**src/rtl/mem_port_arbiter_pkg.sv**
```systemverilog
// Shared types and constants for the two-port memory front-end arbiter:
// exception codes, FSM state encodings, owner IDs and the round-robin pick.
package mem_port_arbiter_pkg;

  localparam int EXCEPTION_LEN = 4;

  localparam logic [EXCEPTION_LEN-1:0] EXCEP_OK           = 4'h0;
  localparam logic [EXCEPTION_LEN-1:0] EXCEP_MISALIGNED   = 4'h1;
  localparam logic [EXCEPTION_LEN-1:0] EXCEP_ACCESS_FAULT = 4'h2;
  localparam logic [EXCEPTION_LEN-1:0] EXCEP_BUS_TIMEOUT  = 4'hA;

  typedef enum logic [1:0] {
    ST_IDLE = 2'd0,
    ST_BUSY = 2'd1,
    ST_RESP = 2'd2
  } arb_state_e;

  typedef enum logic {
    OWNER_A = 1'b0,
    OWNER_B = 1'b1
  } owner_e;

  // On a tie the requester that was not served last wins.
  function automatic owner_e pick_winner(input logic a_v, input logic b_v,
                                         input owner_e last);
    if (a_v && b_v) begin
      if (last == OWNER_A) return OWNER_B;
      return OWNER_A;
    end
    if (b_v) return OWNER_B;
    return OWNER_A;
  endfunction

endpackage

```
**src/rtl/mem_port_arbiter_if.sv**
```systemverilog
// Bundle of requester-side and downstream memory-side signals of the arbiter.
// Handshake: a request is pending while *_inputValid_In is high; it is accepted
// only in IDLE, and completes with a single-cycle *_operationOK_Out pulse that
// carries data/exception. Downstream, memAccess_Out stays high with stable
// fields until a cycle with memAccessOK_In high (or the arbiter times out).
interface mem_port_arbiter_if;
  logic [31:0] a_addr_In, b_addr_In;
  logic [31:0] a_data_In, b_data_In;
  logic [1:0]  a_dataWidth_In, b_dataWidth_In;
  logic        a_isRead_In, b_isRead_In;
  logic        a_inputValid_In, b_inputValid_In;
  logic        a_operationOK_Out, b_operationOK_Out;
  logic [31:0] a_data_Out, b_data_Out;
  logic [mem_port_arbiter_pkg::EXCEPTION_LEN-1:0] a_exception_Out, b_exception_Out;
  logic [31:0] memAddr_Out, memData_Out;
  logic [1:0]  memDataWidth_Out;
  logic        memIsRead_Out, memAccess_Out, memAccessOK_In;
  logic [31:0] memData_In;
  logic [mem_port_arbiter_pkg::EXCEPTION_LEN-1:0] memException_In;

  modport master (
    input  a_addr_In, b_addr_In, a_data_In, b_data_In,
           a_dataWidth_In, b_dataWidth_In, a_isRead_In, b_isRead_In,
           a_inputValid_In, b_inputValid_In,
           memAccessOK_In, memData_In, memException_In,
    output a_operationOK_Out, b_operationOK_Out, a_data_Out, b_data_Out,
           a_exception_Out, b_exception_Out,
           memAddr_Out, memData_Out, memDataWidth_Out, memIsRead_Out, memAccess_Out
  );

  modport slave (
    output a_addr_In, b_addr_In, a_data_In, b_data_In,
           a_dataWidth_In, b_dataWidth_In, a_isRead_In, b_isRead_In,
           a_inputValid_In, b_inputValid_In,
           memAccessOK_In, memData_In, memException_In,
    input  a_operationOK_Out, b_operationOK_Out, a_data_Out, b_data_Out,
           a_exception_Out, b_exception_Out,
           memAddr_Out, memData_Out, memDataWidth_Out, memIsRead_Out, memAccess_Out
  );
endinterface

```
**src/rtl/mem_port_arbiter_bus_timeout_counter.sv**
```systemverilog
// Cycle counter bounding a downstream access; expired is high in the enabled
// cycle where the count has reached TIMEOUT_CYCLES-1.
module bus_timeout_counter #(
  parameter int TIMEOUT_CYCLES = 64,
  parameter int CNT_W          = 8
) (
  input  logic clk,
  input  logic rst,
  input  logic clear,
  input  logic enable,
  output logic expired
);

  logic [CNT_W-1:0] cnt_q, cnt_d;

  always_comb begin
    cnt_d = cnt_q;
    if (clear)       cnt_d = '0;
    else if (enable) cnt_d = cnt_q + 1'b1;
  end

  always_ff @(posedge clk) begin
    if (rst) cnt_q <= '0;
    else     cnt_q <= cnt_d;
  end

  assign expired = enable && (cnt_q == CNT_W'(TIMEOUT_CYCLES - 1));

endmodule

```
**src/rtl/mem_port_arbiter.sv**
```systemverilog
// Round-robin arbiter sharing one downstream memory port between instruction
// fetch (A) and load/store (B); every access is latched and timeout-bounded.
module mem_port_arbiter
  import mem_port_arbiter_pkg::*;
#(
  parameter int TIMEOUT_CYCLES = 64,
  parameter int CNT_W          = 8
) (
  input  logic               clk,
  input  logic               rst,
  mem_port_arbiter_if.master bus,
  output arb_state_e         dbg_state_o
);

  arb_state_e state_q, state_d;
  owner_e     owner_q, owner_d;
  owner_e     last_q, last_d;
  owner_e     win;
  logic [31:0] addr_q, addr_d, wdata_q, wdata_d, rdata_q, rdata_d;
  logic [1:0]  width_q, width_d;
  logic        is_read_q, is_read_d;
  logic [EXCEPTION_LEN-1:0] exc_q, exc_d;
  logic        cnt_clear, cnt_enable, cnt_expired;

  bus_timeout_counter #(
    .TIMEOUT_CYCLES(TIMEOUT_CYCLES),
    .CNT_W         (CNT_W)
  ) u_timeout (
    .clk    (clk),
    .rst    (rst),
    .clear  (cnt_clear),
    .enable (cnt_enable),
    .expired(cnt_expired)
  );

  always_comb begin
    state_d    = state_q;
    owner_d    = owner_q;
    last_d     = last_q;
    addr_d     = addr_q;
    wdata_d    = wdata_q;
    width_d    = width_q;
    is_read_d  = is_read_q;
    rdata_d    = rdata_q;
    exc_d      = exc_q;
    cnt_clear  = 1'b0;
    cnt_enable = 1'b0;
    win        = pick_winner(bus.a_inputValid_In, bus.b_inputValid_In, last_q);
    unique case (state_q)
      ST_IDLE: begin
        if (bus.a_inputValid_In || bus.b_inputValid_In) begin
          owner_d   = win;
          addr_d    = (win == OWNER_B) ? bus.b_addr_In      : bus.a_addr_In;
          wdata_d   = (win == OWNER_B) ? bus.b_data_In      : bus.a_data_In;
          width_d   = (win == OWNER_B) ? bus.b_dataWidth_In : bus.a_dataWidth_In;
          is_read_d = (win == OWNER_B) ? bus.b_isRead_In    : bus.a_isRead_In;
          cnt_clear = 1'b1;
          state_d   = ST_BUSY;
        end
      end
      ST_BUSY: begin
        cnt_enable = 1'b1;
        // A real completion in the expiry cycle takes priority over the timeout.
        if (bus.memAccessOK_In) begin
          rdata_d = bus.memData_In;
          exc_d   = bus.memException_In;
          state_d = ST_RESP;
        end else if (cnt_expired) begin
          rdata_d = '0;
          exc_d   = EXCEP_BUS_TIMEOUT;
          state_d = ST_RESP;
        end
      end
      ST_RESP: begin
        last_d  = owner_q;
        state_d = ST_IDLE;
      end
      default: state_d = ST_IDLE;
    endcase
  end

  always_ff @(posedge clk) begin
    if (rst) begin
      state_q   <= ST_IDLE;
      owner_q   <= OWNER_A;
      last_q    <= OWNER_B;
      addr_q    <= '0;
      wdata_q   <= '0;
      width_q   <= '0;
      is_read_q <= 1'b0;
      rdata_q   <= '0;
      exc_q     <= EXCEP_OK;
    end else begin
      state_q   <= state_d;
      owner_q   <= owner_d;
      last_q    <= last_d;
      addr_q    <= addr_d;
      wdata_q   <= wdata_d;
      width_q   <= width_d;
      is_read_q <= is_read_d;
      rdata_q   <= rdata_d;
      exc_q     <= exc_d;
    end
  end

  logic resp_a, resp_b;
  assign resp_a = (state_q == ST_RESP) && (owner_q == OWNER_A);
  assign resp_b = (state_q == ST_RESP) && (owner_q == OWNER_B);

  assign bus.memAccess_Out     = (state_q == ST_BUSY);
  assign bus.memAddr_Out       = addr_q;
  assign bus.memData_Out       = wdata_q;
  assign bus.memDataWidth_Out  = width_q;
  assign bus.memIsRead_Out     = is_read_q;
  assign bus.a_operationOK_Out = resp_a;
  assign bus.b_operationOK_Out = resp_b;
  assign bus.a_data_Out        = resp_a ? rdata_q : '0;
  assign bus.b_data_Out        = resp_b ? rdata_q : '0;
  assign bus.a_exception_Out   = resp_a ? exc_q : EXCEP_OK;
  assign bus.b_exception_Out   = resp_b ? exc_q : EXCEP_OK;
  assign dbg_state_o           = state_q;

endmodule

```
**src/flat_wrapper.sv**
```systemverilog
// flat-port wrapper written by rule: the top's interface ports become plain ports
module mem_port_arbiter_flat import mem_port_arbiter_pkg::*;
#(
  parameter int TIMEOUT_CYCLES = 64,
  parameter int CNT_W          = 8
)
  (clk, rst, dbg_state_o, bus_a_addr_In, bus_b_addr_In, bus_a_data_In, bus_b_data_In, bus_a_dataWidth_In, bus_b_dataWidth_In, bus_a_isRead_In, bus_b_isRead_In, bus_a_inputValid_In, bus_b_inputValid_In, bus_memAccessOK_In, bus_memData_In, bus_memException_In, bus_a_operationOK_Out, bus_b_operationOK_Out, bus_a_data_Out, bus_b_data_Out, bus_a_exception_Out, bus_b_exception_Out, bus_memAddr_Out, bus_memData_Out, bus_memDataWidth_Out, bus_memIsRead_Out, bus_memAccess_Out);
  mem_port_arbiter_if bus_i ();
  input  logic clk;
  input  logic rst;
  output arb_state_e dbg_state_o;
  input wire logic [$bits(bus_i.a_addr_In)-1:0] bus_a_addr_In;
  input wire logic [$bits(bus_i.b_addr_In)-1:0] bus_b_addr_In;
  input wire logic [$bits(bus_i.a_data_In)-1:0] bus_a_data_In;
  input wire logic [$bits(bus_i.b_data_In)-1:0] bus_b_data_In;
  input wire logic [$bits(bus_i.a_dataWidth_In)-1:0] bus_a_dataWidth_In;
  input wire logic [$bits(bus_i.b_dataWidth_In)-1:0] bus_b_dataWidth_In;
  input wire logic [$bits(bus_i.a_isRead_In)-1:0] bus_a_isRead_In;
  input wire logic [$bits(bus_i.b_isRead_In)-1:0] bus_b_isRead_In;
  input wire logic [$bits(bus_i.a_inputValid_In)-1:0] bus_a_inputValid_In;
  input wire logic [$bits(bus_i.b_inputValid_In)-1:0] bus_b_inputValid_In;
  input wire logic [$bits(bus_i.memAccessOK_In)-1:0] bus_memAccessOK_In;
  input wire logic [$bits(bus_i.memData_In)-1:0] bus_memData_In;
  input wire logic [$bits(bus_i.memException_In)-1:0] bus_memException_In;
  output wire logic [$bits(bus_i.a_operationOK_Out)-1:0] bus_a_operationOK_Out;
  output wire logic [$bits(bus_i.b_operationOK_Out)-1:0] bus_b_operationOK_Out;
  output wire logic [$bits(bus_i.a_data_Out)-1:0] bus_a_data_Out;
  output wire logic [$bits(bus_i.b_data_Out)-1:0] bus_b_data_Out;
  output wire logic [$bits(bus_i.a_exception_Out)-1:0] bus_a_exception_Out;
  output wire logic [$bits(bus_i.b_exception_Out)-1:0] bus_b_exception_Out;
  output wire logic [$bits(bus_i.memAddr_Out)-1:0] bus_memAddr_Out;
  output wire logic [$bits(bus_i.memData_Out)-1:0] bus_memData_Out;
  output wire logic [$bits(bus_i.memDataWidth_Out)-1:0] bus_memDataWidth_Out;
  output wire logic [$bits(bus_i.memIsRead_Out)-1:0] bus_memIsRead_Out;
  output wire logic [$bits(bus_i.memAccess_Out)-1:0] bus_memAccess_Out;
  assign bus_i.a_addr_In = bus_a_addr_In;
  assign bus_i.b_addr_In = bus_b_addr_In;
  assign bus_i.a_data_In = bus_a_data_In;
  assign bus_i.b_data_In = bus_b_data_In;
  assign bus_i.a_dataWidth_In = bus_a_dataWidth_In;
  assign bus_i.b_dataWidth_In = bus_b_dataWidth_In;
  assign bus_i.a_isRead_In = bus_a_isRead_In;
  assign bus_i.b_isRead_In = bus_b_isRead_In;
  assign bus_i.a_inputValid_In = bus_a_inputValid_In;
  assign bus_i.b_inputValid_In = bus_b_inputValid_In;
  assign bus_i.memAccessOK_In = bus_memAccessOK_In;
  assign bus_i.memData_In = bus_memData_In;
  assign bus_i.memException_In = bus_memException_In;
  assign bus_a_operationOK_Out = bus_i.a_operationOK_Out;
  assign bus_b_operationOK_Out = bus_i.b_operationOK_Out;
  assign bus_a_data_Out = bus_i.a_data_Out;
  assign bus_b_data_Out = bus_i.b_data_Out;
  assign bus_a_exception_Out = bus_i.a_exception_Out;
  assign bus_b_exception_Out = bus_i.b_exception_Out;
  assign bus_memAddr_Out = bus_i.memAddr_Out;
  assign bus_memData_Out = bus_i.memData_Out;
  assign bus_memDataWidth_Out = bus_i.memDataWidth_Out;
  assign bus_memIsRead_Out = bus_i.memIsRead_Out;
  assign bus_memAccess_Out = bus_i.memAccess_Out;
  mem_port_arbiter #(.TIMEOUT_CYCLES(TIMEOUT_CYCLES), .CNT_W(CNT_W)) u_core (.clk(clk), .rst(rst), .bus(bus_i), .dbg_state_o(dbg_state_o));
endmodule
```
**config.mk**
```make
export PLATFORM = sky130hd
export DESIGN_NAME = mem_port_arbiter_flat
export DESIGN_NICKNAME = d
export VERILOG_FILES = /design/src/rtl/mem_port_arbiter_pkg.sv /design/src/rtl/mem_port_arbiter_if.sv /design/src/rtl/mem_port_arbiter_bus_timeout_counter.sv /design/src/rtl/mem_port_arbiter.sv /design/src/flat_wrapper.sv
export SDC_FILE = /design/constraint.sdc
export NUM_CORES = 1
export LEC_CHECK = 0
export ABC_AREA = 0
export BUFFER_PORTS_ARGS = -buffer_cell sky130_fd_sc_hd__buf_2
export CAP_MARGIN = 5
export CORE_AREA = 2 2 125 127
export CTS_BUF_LIST = sky130_fd_sc_hd__clkbuf_8
export CTS_CLUSTER_DIAMETER = 50
export DETAILED_ROUTE_END_ITERATION = 10
export DIE_AREA = 0 0 127 129
export GPL_TIMING_DRIVEN = 0
export PLACE_DENSITY = 0.84
export SYNTH_ARGS = -nofsm -noshare
export SYNTH_HDL_FRONTEND = slang
export SYNTH_SLANG_ARGS = --single-unit
```
**constraint.sdc**
```tcl
create_clock -name clk -period 1.4 [get_ports clk]
set_input_delay 0.14 -clock clk [delete_from_list [all_inputs] [get_ports clk]]
set_output_delay 0.14 -clock clk [all_outputs]
set_load 0.02 [all_outputs]
```
==> run metrics, run 1 <==
EDFF count, synth=0; total global routing track utilization=35.3%; number of H-tree levels=4; achievable frequency=556 MHz; number of diodes added for antenna fixing=0; Placement Cell Area=7540 sq um; switching share of total power=34.6%; Worst setup SP type=register; placer's final routability congestion estimate=0.870; mean cell area of the mapped netlist=7.74 sq um; Total Die Area=16400 sq um; Crit path arrival time=1.66 ns; number of buffers and inverters on the critical path=3; synthesized netlist net count=907; insertion delay of the later-clocked pin in the worst-skew pair=0.45 ns; final period demand of the worst path=1.80 ns; Core Footprint=15000 sq um; RSZ-0062 raised after global routing=yes; FP Rows=45; antenna violations before repair=1; Final Net Count=1471; Synth Register Bits=115; total iterations of the first detailed-routing run=6; average wire length per cell after detail routing=23.3 microns; HPWL after DPL=16000 microns; area share of the leading cell type in the synthesized netlist=40.7%; setup skew after layout=0.0204 ns; proportion of synthesized flip-flops having asynchronous set or reset=0%; maximum buffer depth of the clock tree=2; input/output buffers=317; number of sinks driven by the clock tree=115; Crit. End Element=primary output; logic gate share of total power=32.8%; total I/O pin count=319; Die W=127 microns; antenna-violating nets left=0; depth of the most critical reg-to-reg path=7; Design Area, Final=11500 sq um; cell count after synthesis=731; vias per inst=6.19; Hold Crit Class=input pin to register; total number of vias=9258; pre-CTS setup slack=-0.491 ns; Clock power frac=30.5%; layout cell share with drive strength beyond 1=44.3%; maximum fanout along the worst path=10; height of the die=129 microns; Root Driver=clkbuf_8; TritonCTS clock tree=yes; peak supply drop=0.681 mV; part of the power in registers=36.7%; total of endpoints with negative setup slack in the final report=167; most area-consuming cells after synthesis=dfxtp_1, nand2_1, a311oi_1, and2_1, a21oi_1; vias in the first global route=8478; actual transition at the worst max-transition pin=0.668 ns; clock buffers created by TritonCTS=17; leakage power=5.07 nW; starting utilization of the core area=37.8%; Stages on worst setup path=6; biggest cell delay along the critical path=0.35 ns; final global-route overflow total=0; post-CTS clock slew at the launch and capture registers of the worst setup and hold paths=0.06 ns; final core area utilization=76.5%; routed wire length=34800 microns; cell depth of the worst hold path=3; most used flip-flop cell after synthesis=dfxtp_1; largest net degree at the start of global routing=17; crit-path cells=nand2b_4, nor2_4, buf_12, buf_8, and2_1, buf_6; first-pass GRT wire length=45400 microns; count of different cell masters after synthesis=39; Synth Warn #=0; area added between synthesis and finish=102%; number of max-capacitance violations reported=0; failing checks=negative setup slack; worst-case setup margin in the final layout=-0.400 ns; cell type with the largest total area after synthesis=dfxtp_1; Period Utilization, post-route=129%; worst slew margin relative to its limit=55.5%; Power Density=933 nW/um^2; pins over their slew limit=0; P_sw=0.00370 W; run status=finished, violations left; type of the setup path with the least slack=register to primary output; slowest CP cell=dfxtp_4; post-synthesis instance area=5660 sq um; CP delay by family, top=simple AND/OR/NAND/NOR gates; required time worst endpoint=1.26 ns; DRC=0; internal power contribution=0.00700 W; initial drt markers=1055; share of the yosys chip area belonging to registers=40.7%; Final Hold Fails=0
## state kept, by name (all words and copies together), names as in the netlist
register,count
u_core.u_timeout.cnt_q,8
u_core.rdata_q,32
u_core.dbg_state_o,2
u_core.bus.memAddr_Out,32
u_core.bus.memDataWidth_Out,2
u_core.owner_q,1
u_core.bus.memIsRead_Out,1
u_core.exc_q,4
u_core.last_q,1
u_core.bus.memData_Out,32
## worst register-to-register path: cells and delay by family (launching register included)
kind                   cells  cell delay (ns)
buffers and inverters      4             0.58
DFF                        1             0.39
AOI/OAI and AO/OA          2             0.32
and+or+nand+nor            1             0.21
## power by group through the flow
stage / registers, W / clock network, W / logic [W]
floorplan: 0.00418 / 0 / 0.000977
global placement: 0.00390 / 0 / 0.00211
detailed placement: 0.00391 / 0 / 0.00213
CTS: 0.00385 / 0.00318 / 0.00263
global route: 0.00394 / 0.00336 / 0.00364
finish: 0.00392 / 0.00326 / 0.00351
## final cells by class
class                   instances  area (sq um)
repair buffers                551          4520
fillers                       897          3520
multi-input cells             533          3390
flip-flops and latches        115          2320
plain buffers                  70           568
clock buffers                  21           289
well taps                     188           235
clock inverters                11           109
inverters                       7          28.8
## cells in the final DEF (no fill, tap or decap), types with 3 or more instances in the layout
cell,synthesis,routed
buf_4,5,41
dfxtp_2,0,4
buf_8,0,19
o21ai_0,37,27
clkinv_2,0,6
dfxtp_4,0,4
nor2_4,0,4
dfxtp_1,115,107
a21oi_1,76,64
and2_4,0,58
nor2_1,5,4
clkbuf_2,0,12
a21oi_2,0,11
and2_1,68,6
o21ai_2,0,4
nand2_1,172,171
clkbuf_8,0,21
o211ai_1,34,34
buf_2,21,249
clkbuf_1,48,20
inv_1,6,5
buf_12,0,5
nor3_2,0,3
a311oi_2,0,9
clkbuf_16,0,10
dlygate4sd3_1,0,169
and2_2,0,4
o21ai_1,1,7
buf_6,0,94
a311oi_1,67,58
a31oi_1,34,34
## kinds of logic (layout without fill, tap and decap cells)
kind of cell,Yosys count,in the layout,synth area share [%]
AND/OR/NAND/NOR,270,270,22.0
adder cells (fa/ha/maj),1,1,0.221
flip-flops,115,115,40.7
AO/OA/AOI/OAI,260,260,30.5
buffers and inverters,83,660,6.30
XOR/XNOR,2,2,0.310
## cells in the mapped netlist (all sizes together), types with 2 or more instances
| master | number |
|---|---|
| or2 | 2 |
| nand2 | 172 |
| nand3 | 2 |
| nand3b | 2 |
| a21oi | 76 |
| or4 | 2 |
| nand2b | 2 |
| or3 | 3 |
| o31ai | 2 |
| dfxtp | 115 |
| and2 | 68 |
| nor3 | 6 |
| o21ai | 38 |
| o211ai | 34 |
| nor2 | 8 |
| inv | 6 |
| buf | 28 |
| o221ai | 2 |
| a31oi | 34 |
| a311oi | 67 |
| clkbuf | 48 |
## stage by stage
stage | hold slack, ns | cells | power [W] | setup TNS (ns)
after floorplan | 0.300 | 731 | 0.00516 | 0
final | 0.0440 | 1496 | 0.0107 | -34.69
after CTS | 0.0119 | 1452 | 0.00965 | -37.25
after global routing | 0.0234 | 1496 | 0.0109 | -42.28
after global placement | 0.406 | 1236 | 0.00601 | -48.06
after detailed placement | 0.411 | 1236 | 0.00605 | -48.74
## worst paths after layout
path / to / slack [ns] / from
max: bus_b_data_Out[24] / -0.40 / u_core.dbg_state_o[0]$_SDFFE_PP0P_
min reg2reg: u_core.u_timeout.cnt_q[1]$_SDFFE_PP0P_ / 0.50 / u_core.u_timeout.cnt_q[1]$_SDFFE_PP0P_
min: u_core.exc_q[3]$_SDFFE_PP0P_ / 0.04 / bus_memException_In[3]
max reg2reg: u_core.rdata_q[19]$_SDFFE_PP0P_ / -0.24 / u_core.dbg_state_o[1]$_SDFFE_PP0P_
## repair_timing
item / 4_1_cts / 5_1_grt
pin swaps: 4 / 51
resized for setup: 229 / 185
gates cloned: 3 / 13
setup endpoints to repair: 189 / 182
endpoints found under the hold margin: 102 / 0
hold buffers: 169 / 0
setup buffers: 13 / 36
## layer usage
layer | global-route usage [%] | part of all wire, % | vias to the layer above | wire [microns]
li1 | - | - | 3780 | -
met1 | 37.5 | 34 | 4231 | 11700
met2 | 61.2 | 47 | 950 | 16200
met3 | 9.85 | 11 | 297 | 3940
met4 | 24.5 | 8.4 | 0 | 2930
met5 | 0 | 0 | - | 0
No activity file was read; power rests on OpenSTA's default activity.
==> run 2: changes to the inputs <==
--- a/config.mk
+++ b/config.mk
@@ -14,7 +14,8 @@
 export DETAILED_ROUTE_END_ITERATION = 10
 export DIE_AREA = 0 0 127 129
 export GPL_TIMING_DRIVEN = 0
-export PLACE_DENSITY = 0.84
+export PLACE_DENSITY = 0.82
 export SYNTH_ARGS = -nofsm -noshare
 export SYNTH_HDL_FRONTEND = slang
+export SYNTH_HIERARCHICAL = 1
 export SYNTH_SLANG_ARGS = --single-unit
==> run 2 against run 1 <==
Against the previous run:
- the flow still finishes with violations (negative setup slack)
- sequential share of layout area fell by 0.31 points
- global-route usage increased by 1.5 points
- worst hold slack better by 0.18 ns
- core utilization is 0.97 points higher
- synthesized cell count down 6.8%
- largest cell class unchanged
- highest routed layer unchanged
==> run metrics, run 2 <==
final period demand of the worst path=1.86 ns; mean cell area of the mapped netlist=7.93 sq um; Setup TNS=-51.49 ns; count of different cell masters after synthesis=36; required time worst endpoint=1.70 ns; peak supply drop=0.719 mV; total of endpoints with negative setup slack in the final report=185; total number of vias=8543; Post-Synth Simple-Gate Area=22.9%; actual transition at the worst max-transition pin=0.860 ns; Total Die Area=16400 sq um; cell type with the largest total area after synthesis=dfxtp_1; largest net degree at the start of global routing=17; Die W=127 microns; failing checks=negative setup slack; worst slew margin relative to its limit=42.7%; cell count after synthesis=681; pins over their slew limit=0; cell with the most instances after synthesis=nand2_1; routed wire length=33900 microns; synthesized netlist net count=857; insertion delay of the later-clocked pin in the worst-skew pair=0.46 ns; share of the yosys chip area belonging to registers=42.6%; Hold Crit Class=input pin to register; proportion of synthesized flip-flops having asynchronous set or reset=0%; setup skew after layout=0.0111 ns; input/output buffers=318; Synth Warn #=6; Period Utilization, post-route=133%; Final Hold Fails=0; post-synthesis instance area=5400 sq um; post-CTS clock slew at the launch and capture registers of the worst setup and hold paths=0.07 ns; most area-consuming cells after synthesis=dfxtp_1, nand2_1, a21oi_1, and2_1, a311oi_1; leading cell type in the layout, fill and taps excluded=buf_2; post-layout instance count excluding filler cells=1447; Core Footprint=15000 sq um; number of H-tree levels=4; vias per inst=5.90; Placed Cells incl. Taps=1187; maximum buffer depth of the clock tree=2; average wire length per cell after detail routing=23.4 microns; layout cell share with drive strength beyond 1=50.6%; total iterations of the first detailed-routing run=6; most used flip-flop cell after synthesis=dfxtp_1; type of the setup path with the least slack=register to register; starting utilization of the core area=36.1%; post-synthesis xor/xnor area fraction=0.648%; Synth Register Bits=115; placer's final routability congestion estimate=0.839; synthesized-area fraction occupied by ao, oa, aoi and oai cells=27.8%; most frequent cells in the layout=buf_2, dlygate4sd3_1, nand2_1, dfxtp_1, buf_6; HPWL after DPL=15000 microns; final core area utilization=77.5%; antenna violations before repair=1; vias in the first global route=8579; Worst setup SP type=register; largest family of logic cells by synthesized area=compound AO/OA/AOI/OAI gates; first-pass GRT wire length=46300 microns; pre-CTS setup slack=-1.10 ns; Fillers=786; Crit. End Element=register; number of max-capacitance violations reported=0; EDFF count, synth=0; area share of the leading cell type in the synthesized netlist=42.6%; RSZ-0062 raised after global routing=yes; clock buffers created by TritonCTS=17; area added between synthesis and finish=115%; number of sinks driven by the clock tree=115; total I/O pin count=319; fraction of the mapped netlist area in adder cells=0.232%; height of the die=129 microns; initial drt markers=842; Crit path arrival time=2.16 ns; Final Net Count=1422; antenna-violating nets left=0; Power Density=876 nW/um^2; total global routing track utilization=36.9%; FP Rows=45; maximum fanout along the worst path=5; leakage power=5.17 nW; run status=finished, violations left; DRC=0; achievable frequency=537 MHz; final global-route overflow total=0; fraction of synthesized area in multiplexers=0.185%; TritonCTS clock tree=yes; most numerous cell types in the synthesized netlist=nand2_1, dfxtp_1, a21oi_1, and2_1, clkbuf_1; worst-case setup margin in the final layout=-0.462 ns; Root Driver=clkbuf_8
-- run 2: cell types whose count changed after synthesis, moves of 6 or more --
cell      before  now
a21oi_1       76  106
a311oi_1      67   47
a311oi_2       0   20
a31oi_1       34    0
buf_2         21    8
clkbuf_1      48   55
nor2_1         5   11
o211ai_1      34    0
-- run 2: metrics by stage --
step / hold WS (ns) / cell area, sq um / power [W]
floorplan: 0.274 / 5470 / 0.00494
global placement: 0.384 / 7300 / 0.00572
detailed placement: 0.387 / 7300 / 0.00575
CTS: 0.179 / 11100 / 0.00965
global route: 0.223 / 11600 / 0.0104
finish: 0.219 / 11600 / 0.0102
-- run 2: cell type report --
type | instances | area, sq um | area share (%)
repair buffers | 553 | 4630 | 39.9
diodes | 1 | 2.50 | 0.0216
well taps | 188 | 235 | 2.03
clock inverters | 8 | 60.1 | 0.517
inverters | 4 | 22.5 | 0.194
clock buffers | 23 | 317 | 2.73
plain buffers | 61 | 577 | 4.97
flip-flops and latches | 115 | 2320 | 20.0
multi-input cells | 494 | 3450 | 29.7
-- run 2: worst max-delay path: stages, from the launching register on --
cell and delay (ns):
dfxtp_4 0.35, nand2b_4 0.17, inv_8 0.05, nand4_1 0.20, nor4_4 0.27, nor2_4 0.08
buf_6 0.16, clkbuf_16 0.17, o21ai_2 0.16, a21oi_1 0.10
-- run 2: worst paths after layout --
| kind | cells past startpoint | end | slack, ns | start |
|---|---|---|---|---|
| worst max-delay path | 9 | u_core/rdata_q[18]$_SDFFE_PP0P_ | -0.46 | u_core/dbg_state_o[1]$_SDFFE_PP0P_ |
| worst min-delay path | 4 | u_core/exc_q[1]$_SDFFE_PP0P_ | 0.22 | bus_memAccessOK_In |
| worst max register to register | 9 | u_core/rdata_q[18]$_SDFFE_PP0P_ | -0.46 | u_core/dbg_state_o[1]$_SDFFE_PP0P_ |
| worst min register to register | 2 | u_core/rdata_q[25]$_SDFFE_PP0P_ | 0.49 | u_core/rdata_q[25]$_SDFFE_PP0P_ |
-- run 2: layer usage --
layer,share of wire (%),GRT usage (%)
met1,33,37.8
met3,11,10.2
met5,0,0.882
met4,7.7,27.8
met2,49,64.3
-- run 2: kinds of logic (layout without fill, tap and decap cells) --
logic type	after synthesis	after routing
AND/OR/NAND/NOR	270	270
AO/OA/AOI/OAI	218	218
flip-flops	115	115
buffers and inverters	72	649
XOR/XNOR	4	4
adder cells (fa/ha/maj)	1	1
multiplexers	1	1
other	0	1
-- run 2: timing repair --
| action | CTS | global route |
|---|---|---|
| hold buffers | 172 | 0 |
| resized for setup | 388 | 119 |
| gates cloned | 14 | 1 |
| endpoints found under the setup margin | 189 | 189 |
| endpoints found under the hold margin | 104 | 0 |
| buffers inserted | 38 | 17 |
| pin swaps | 114 | 27 |
-- run 2: power breakdown --
part / switching, W / leakage [nW] / total, W / internal, W
combinational: 0.00179 / 4.00 / 0.00338 / 0.00160
clock: 0.00135 / 0.213 / 0.00299 / 0.00164
sequential: 0.000239 / 0.949 / 0.00380 / 0.00356
